### src/rtl/alu_mc_pkg.sv
// Shared op codes, FSM state encoding and op-class helper for the alu_mc multi-cycle ALU.
package alu_mc_pkg;

    typedef enum logic [3:0] {
        OP_ADD   = 4'd0,
        OP_SUB   = 4'd1,
        OP_AND   = 4'd2,
        OP_OR    = 4'd3,
        OP_SLL   = 4'd4,
        OP_SRL   = 4'd5,
        OP_SRA   = 4'd6,
        OP_XOR   = 4'd7,
        OP_MUL   = 4'd8,
        OP_MULHU = 4'd9,
        OP_DIVU  = 4'd10,
        OP_REMU  = 4'd11,
        OP_SLT   = 4'd12,
        OP_SLTU  = 4'd13,
        OP_RSV14 = 4'd14,
        OP_RSV15 = 4'd15
    } op_e;

    typedef enum logic [1:0] {
        ST_IDLE = 2'd0,
        ST_MUL  = 2'd1,
        ST_DIV  = 2'd2,
        ST_DONE = 2'd3
    } state_e;

    localparam int OP_W = 4;

    // Codes 8..11 form the iterative class; bit 1 selects divide, bit 0 selects high/remainder.
    function automatic logic is_muldiv(input logic [OP_W-1:0] op);
        return (op[3:2] == 2'b10);
    endfunction

endpackage

### src/rtl/alu_mc_muldiv.sv
// Iterative shift-add multiplier / restoring divider, one bit per cycle over WIDTH cycles.
// done and result are combinational during the final iteration so the caller latches them on that edge.
module alu_mc_muldiv
    import alu_mc_pkg::*;
#(
    parameter int WIDTH = 32
) (
    input  logic             clk,
    input  logic             rst,
    input  logic             start,
    input  logic             is_div,
    input  logic             is_hi,
    input  logic [WIDTH-1:0] a,
    input  logic [WIDTH-1:0] b,
    output logic             done,
    output logic [WIDTH-1:0] result
);

    localparam int CW = $clog2(WIDTH);

    logic             r_active;
    logic [CW-1:0]    r_cnt;
    logic             r_is_div;
    logic             r_is_hi;
    logic [WIDTH-1:0] r_acc;
    logic [WIDTH-1:0] r_lo;
    logic [WIDTH-1:0] r_b;

    logic [WIDTH:0]   w_mul_sum;
    logic [WIDTH:0]   w_rem_sh;
    logic [WIDTH:0]   w_diff;
    logic             w_fits;
    logic [WIDTH-1:0] w_acc_nxt;
    logic [WIDTH-1:0] w_lo_nxt;

    // Multiply keeps {acc,lo} as the running product; divide keeps acc as remainder, lo as dividend/quotient.
    always_comb begin
        w_mul_sum = {1'b0, r_acc} + (r_lo[0] ? {1'b0, r_b} : '0);
        w_rem_sh  = {r_acc, r_lo[WIDTH-1]};
        w_diff    = w_rem_sh - {1'b0, r_b};
        w_fits    = ~w_diff[WIDTH];
        if (r_is_div) begin
            w_acc_nxt = w_fits ? w_diff[WIDTH-1:0] : w_rem_sh[WIDTH-1:0];
            w_lo_nxt  = {r_lo[WIDTH-2:0], w_fits};
        end else begin
            w_acc_nxt = w_mul_sum[WIDTH:1];
            w_lo_nxt  = {w_mul_sum[0], r_lo[WIDTH-1:1]};
        end
    end

    assign done   = r_active && (r_cnt == CW'(WIDTH - 1));
    assign result = r_is_hi ? w_acc_nxt : w_lo_nxt;

    always_ff @(posedge clk or posedge rst) begin
        if (rst) begin
            r_active <= 1'b0;
            r_cnt    <= '0;
        end else if (start) begin
            r_active <= 1'b1;
            r_cnt    <= '0;
        end else if (r_active) begin
            r_cnt <= done ? '0 : r_cnt + 1'b1;
            if (done)
                r_active <= 1'b0;
        end
    end

    // Datapath registers carry no reset; control above decides when they matter.
    always_ff @(posedge clk) begin
        if (start) begin
            r_acc    <= '0;
            r_lo     <= a;
            r_b      <= b;
            r_is_div <= is_div;
            r_is_hi  <= is_hi;
        end else if (r_active) begin
            r_acc <= w_acc_nxt;
            r_lo  <= w_lo_nxt;
        end
    end

endmodule

### src/rtl/alu_mc.sv
// Multi-cycle ALU with valid/ready handshakes; single-cycle logic/arith ops plus optional
// iterative MUL/MULHU/DIVU/REMU enabled by defining ALU_MC_MULDIV_EN.
module alu_mc
    import alu_mc_pkg::*;
#(
    parameter int WIDTH = 32,
    parameter int SHW   = $clog2(WIDTH)
) (
    input  logic             clk,
    input  logic             rst,
    input  logic             in_valid,
    output logic             in_ready,
    input  logic [WIDTH-1:0] a,
    input  logic [WIDTH-1:0] b,
    input  logic [3:0]       op,
    output logic             out_valid,
    input  logic             out_ready,
    output logic [WIDTH-1:0] result,
    output logic             zero,
    output logic             busy
);

    state_e           r_state;
    logic             r_out_valid;
    logic [WIDTH-1:0] r_result;
    logic             r_zero;

    logic                    w_accept;
    logic [WIDTH-1:0]        w_alu;
    logic signed [WIDTH-1:0] w_a_s;
    logic signed [WIDTH-1:0] w_b_s;
    logic [SHW-1:0]          w_sh;

    assign w_a_s = a;
    assign w_b_s = b;
    assign w_sh  = b[SHW-1:0];

    always_comb begin
        w_alu = '0;
        case (op)
            OP_ADD:  w_alu = a + b;
            OP_SUB:  w_alu = a - b;
            OP_AND:  w_alu = a & b;
            OP_OR:   w_alu = a | b;
            OP_XOR:  w_alu = a ^ b;
            OP_SLL:  w_alu = a << w_sh;
            OP_SRL:  w_alu = a >> w_sh;
            OP_SRA:  w_alu = w_a_s >>> w_sh;
            OP_SLT:  w_alu = {{(WIDTH-1){1'b0}}, (w_a_s < w_b_s)};
            OP_SLTU: w_alu = {{(WIDTH-1){1'b0}}, (a < b)};
            default: w_alu = '0;
        endcase
    end

    assign in_ready  = (r_state == ST_IDLE) || ((r_state == ST_DONE) && out_ready);
    assign w_accept  = in_valid && in_ready;
    assign out_valid = r_out_valid;
    assign result    = r_result;
    assign zero      = r_zero;

`ifdef ALU_MC_MULDIV_EN
    logic             r_busy;
    logic             w_is_md;
    logic             w_md_done;
    logic [WIDTH-1:0] w_md_result;

    assign w_is_md = is_muldiv(op);
    assign busy    = r_busy;

    alu_mc_muldiv #(.WIDTH(WIDTH)) u_muldiv (
        .clk    (clk),
        .rst    (rst),
        .start  (w_accept && w_is_md),
        .is_div (op[1]),
        .is_hi  (op[0]),
        .a      (a),
        .b      (b),
        .done   (w_md_done),
        .result (w_md_result)
    );
`else
    assign busy = 1'b0;
`endif

    // A new acceptance is written last so it overrides the handoff from DONE on the same edge.
    always_ff @(posedge clk or posedge rst) begin
        if (rst) begin
            r_state     <= ST_IDLE;
            r_out_valid <= 1'b0;
            r_result    <= '0;
            r_zero      <= 1'b1;
`ifdef ALU_MC_MULDIV_EN
            r_busy      <= 1'b0;
`endif
        end else begin
            case (r_state)
                ST_DONE: begin
                    if (out_ready) begin
                        r_out_valid <= 1'b0;
                        r_state     <= ST_IDLE;
                    end
                end
`ifdef ALU_MC_MULDIV_EN
                ST_MUL, ST_DIV: begin
                    if (w_md_done) begin
                        r_result    <= w_md_result;
                        r_zero      <= (w_md_result == '0);
                        r_out_valid <= 1'b1;
                        r_busy      <= 1'b0;
                        r_state     <= ST_DONE;
                    end
                end
`endif
                default: ;
            endcase

            if (w_accept) begin
`ifdef ALU_MC_MULDIV_EN
                if (w_is_md) begin
                    r_out_valid <= 1'b0;
                    r_busy      <= 1'b1;
                    r_state     <= op[1] ? ST_DIV : ST_MUL;
                end else begin
                    r_result    <= w_alu;
                    r_zero      <= (w_alu == '0);
                    r_out_valid <= 1'b1;
                    r_state     <= ST_DONE;
                end
`else
                r_result    <= w_alu;
                r_zero      <= (w_alu == '0);
                r_out_valid <= 1'b1;
                r_state     <= ST_DONE;
`endif
            end
        end
    end

endmodule

### config.mk
export PLATFORM = sky130hd
export DESIGN_NAME = alu_mc
export DESIGN_NICKNAME = d
export VERILOG_FILES = /design/src/rtl/alu_mc_pkg.sv /design/src/rtl/alu_mc_muldiv.sv /design/src/rtl/alu_mc.sv
export SDC_FILE = /design/constraint.sdc
export NUM_CORES = 1
export LEC_CHECK = 0
export ABC_CLOCK_PERIOD_IN_PS = 3800
export BUFFER_PORTS_ARGS = -buffer_cell sky130_fd_sc_hd__clkbuf_2
export CAP_MARGIN = 10
export CORE_ASPECT_RATIO = 1.2
export CORE_MARGIN = 2
export CORE_UTILIZATION = 53
export DETAILED_ROUTE_END_ITERATION = 6
export PLACE_DENSITY_LB_ADDON = 0.2
export SLEW_MARGIN = 15
export SYNTH_ARGS = -nofsm -noshare
export SYNTH_HDL_FRONTEND = slang
export SYNTH_HIERARCHICAL = 1
export SYNTH_SLANG_ARGS = --single-unit
### constraint.sdc
create_clock -name clk -period 3.8 [get_ports clk]
set_input_delay 0.19 -clock clk [delete_from_list [all_inputs] [get_ports clk]]
set_output_delay 0.19 -clock clk [all_outputs]
set_load 0.1 [all_outputs]
==> results.yml <==
outcome:
  status: "finished, violations left"
  violations: "design-rule violations"
sta:
  skew_ps: 3.450
  max_slew_margin_pct: 31.91
  rsz0062_at_grt: "true"
  drv_slew: 0
  finalCritPeriodShare_pct: 99.10
  hold_viol: 0
  clock.fmax_ghz: 0.2655
  timing.hold.ws_ps: 159.5
  fin_tns_setup_ps: 0
  setup_violations: 0
  fin_crit_ps: 3766
  worstMarginPinSlew_ps: 1007
place:
  gp_congestion: 1.126
  portBuffers: 106
  hpwl_um: 47440
logic_synthesis:
  netlist_area_um2: 11230
  ys_top_cells_by_area: "ha_1 11%, mux4_2 7.6%, dfrtp_1 7.4%"
  synth_enable_flop_cells: 0
  yosys.area.top_type: "ha_1"
  synth_cells: 1567
  syn_avg_cell_area_um2: 7.166
  synth_seq_area_share_pct: 7.588
  synth_seq_cells: 34
  synth_nets: 1740
  synth_top_area_share_pct: 11.03
  synth.distinct_cells: 93
  yosys_warnings: 6
  synth-main-ff-cell: "dfrtp_1"
  synthArstFlopShare_pct: 100.0
job:
  cap_viol_max_count: 0
floorplan:
  fp.dieH_um: 163.5
  die_x_um: 136.9
  io_pins: 108
  initial_utilization_pct: 53.73
  core-area_um2: 20900
  core.rowCount: 58
  design.die.area_um2: 22370
global_routing:
  grt_util_all_layers_pct: 51.58
  grt_overflow: 0
  grt_pass1_vias: 14700
  antenna_found_initial: 1
  grt_max_degree: 42
  grt_pass1_wl_um: 86840
power_and_ir_drop:
  seqPwrFrac_pct: 12.6
  ir_drop_mv: 0.4316
  leakage_nw: 6.835
  power_density_nw_per_um2: 244.4
  combinationalPowerShare_pct: 76.2
  fin_total_pwr_mw: 3.645
  p_sw_mw: 1.999
  p_clk_share_pct: 11.1
  internal_power_mw: 1.647
  switching_share_pct: 54.83
finish:
  layout_commonest_cell: "buf_4"
  diodes: 0
  finalNetCount: 2089
  final_core_util_pct: 71.35
  final_cell_mix: "340 x buf_4, 177 x nand2_1, 140 x nor2_1, 112 x a21oi_1, 104 x clkbuf_2"
  syn2layout_area_growth_pct: 32.80
  fillCellCount: 1797
  layout-drive-gt1-share_pct: 31.92
min_path:
  hold_path_class: "in -> reg"
clock_network:
  clkSlewWorstSetupHoldPaths_ps: 50
  root_buffer: "clkbuf_16"
  numCtsBuffers: 5
  cts_tree: "done"
  clock-sinks: 34
  post-cts-setup-buffers: 0
  clk_path_buf_depth: 2
  h-tree-depth: 2
  clkLatencyLatePin_ps: 280
critical_path:
  path_class: "in -> reg"
  crit_fanout: 8
  cp.required_ps: 3980
  cp.arrival_ps: 3950
  start_kind: "primary input"
  cp-end-kind: "register"
detailed_routing:
  routed_via_density: 7.129
  wl_per_cell_um: 26.95
  route.vias.total: 15590
  drtAntennaViolNets: 0
  drtPass1Iterations: 7
  drt_iter0_markers: 2539
  drcViolationCount: 11
  routed_wl_um: 58940
what timing repair did:
action                                 4_1_cts  5_1_grt
pin swaps                                    0       11
cloned                                       1        0
hold buffers                                 1        0
endpoints found under the hold margin        6        0
gates resized for setup                      9       41
setup endpoints to repair                    1        1
flip-flops by register name, indices dropped and copies added (netlist names):
| signal | flops |
|---|---|
| result | 32 |
| r_state | 1 |
| zero | 1 |
stage by stage:
step                      std cells  setup WS, ps  area [µm²]
after floorplan                1567         5.831       11320
after global placement         2177        -595.7       14510
after detailed placement       2177        -603.5       14510
after CTS                      2187         27.44       14740
after global routing           2187        -47.39       14910
final                          2187         34.06       14910
Yosys cell counts (23+ instances only):
master / instances
nand2_1: 177
nor2_1: 141
o211ai_1: 37
nor4_1: 23
ha_1: 99
nor3_1: 34
inv_1: 98
mux4_2: 38
o21ai_0: 95
dfrtp_1: 33
a211oi_1: 34
o22ai_1: 28
clkbuf_1: 76
mux2i_1: 58
mux2_2: 24
a21oi_1: 116
nand3_1: 31
worst paths after layout:
kind	start	end	slack, ps	cells after the start
max in group asynchronous	rst	zero	2770	4
min in group asynchronous	rst	result[20]	360	3
worst max-delay path	b[0]	zero	30	15
worst min register to register	result[4]	result[4]	470	2
worst min-delay path	in_valid	r_state[0]	160	2
worst max register to register	r_state[0]	zero	540	12
routing by layer:
metal	share of wire, %	vias up	global-route usage (%)
met2	43	1373	79.59
met3	13	375	12.94
li1	-	6625	-
met1	34	7217	61.84
met4	9.5	2	37.30
met5	0.027	-	0
logic make-up after synthesis:
kind of cell | count (synthesis) | synth area share, %
and+or+nand+nor | 533 | 22.85
AOI/OAI and AO/OA | 533 | 32.25
adders and majority gates | 101 | 11.39
buffers and inverters | 224 | 8.234
muxes | 126 | 16.49
DFF | 34 | 7.588
xor gates and xnor gates | 15 | 1.170
other | 1 | 0.03339
area by class of cell:
type,count,area [µm²],area share [%]
Clock buffer,7,142.6,0.9565
Clock inverter,1,5.005,0.03356
Inverter,101,380.4,2.551
Multi-Input combinational cell,1309,9749,65.37
Sequential cell,34,852.1,5.714
Tap cell,270,337.8,2.265
Timing Repair Buffer,465,3446,23.11
power by group through the flow:
stage | Sequential (mW) | Clock [mW] | Combinational [mW]
finish | 0.460 | 0.406 | 2.78
global route | 0.470 | 0.427 | 2.88
CTS | 0.461 | 0.410 | 2.64
detailed placement | 0.465 | 0 | 2.61
global placement | 0.461 | 0 | 2.58
floorplan | 0.929 | 0 | 1.12
worst max-delay path: stages:
cell and delay (ps):
buf_4 170, ha_1 220, fa_2 380, a211oi_2 290, nor2_2 90, a221o_1 370
o21ai_1 110, o211ai_1 130, or4_1 550, or4_4 470, nor4_4 220, buf_4 160
and4_1 170, nand4_1 120, o41ai_2 310
(Power assumes the default switching activity.)
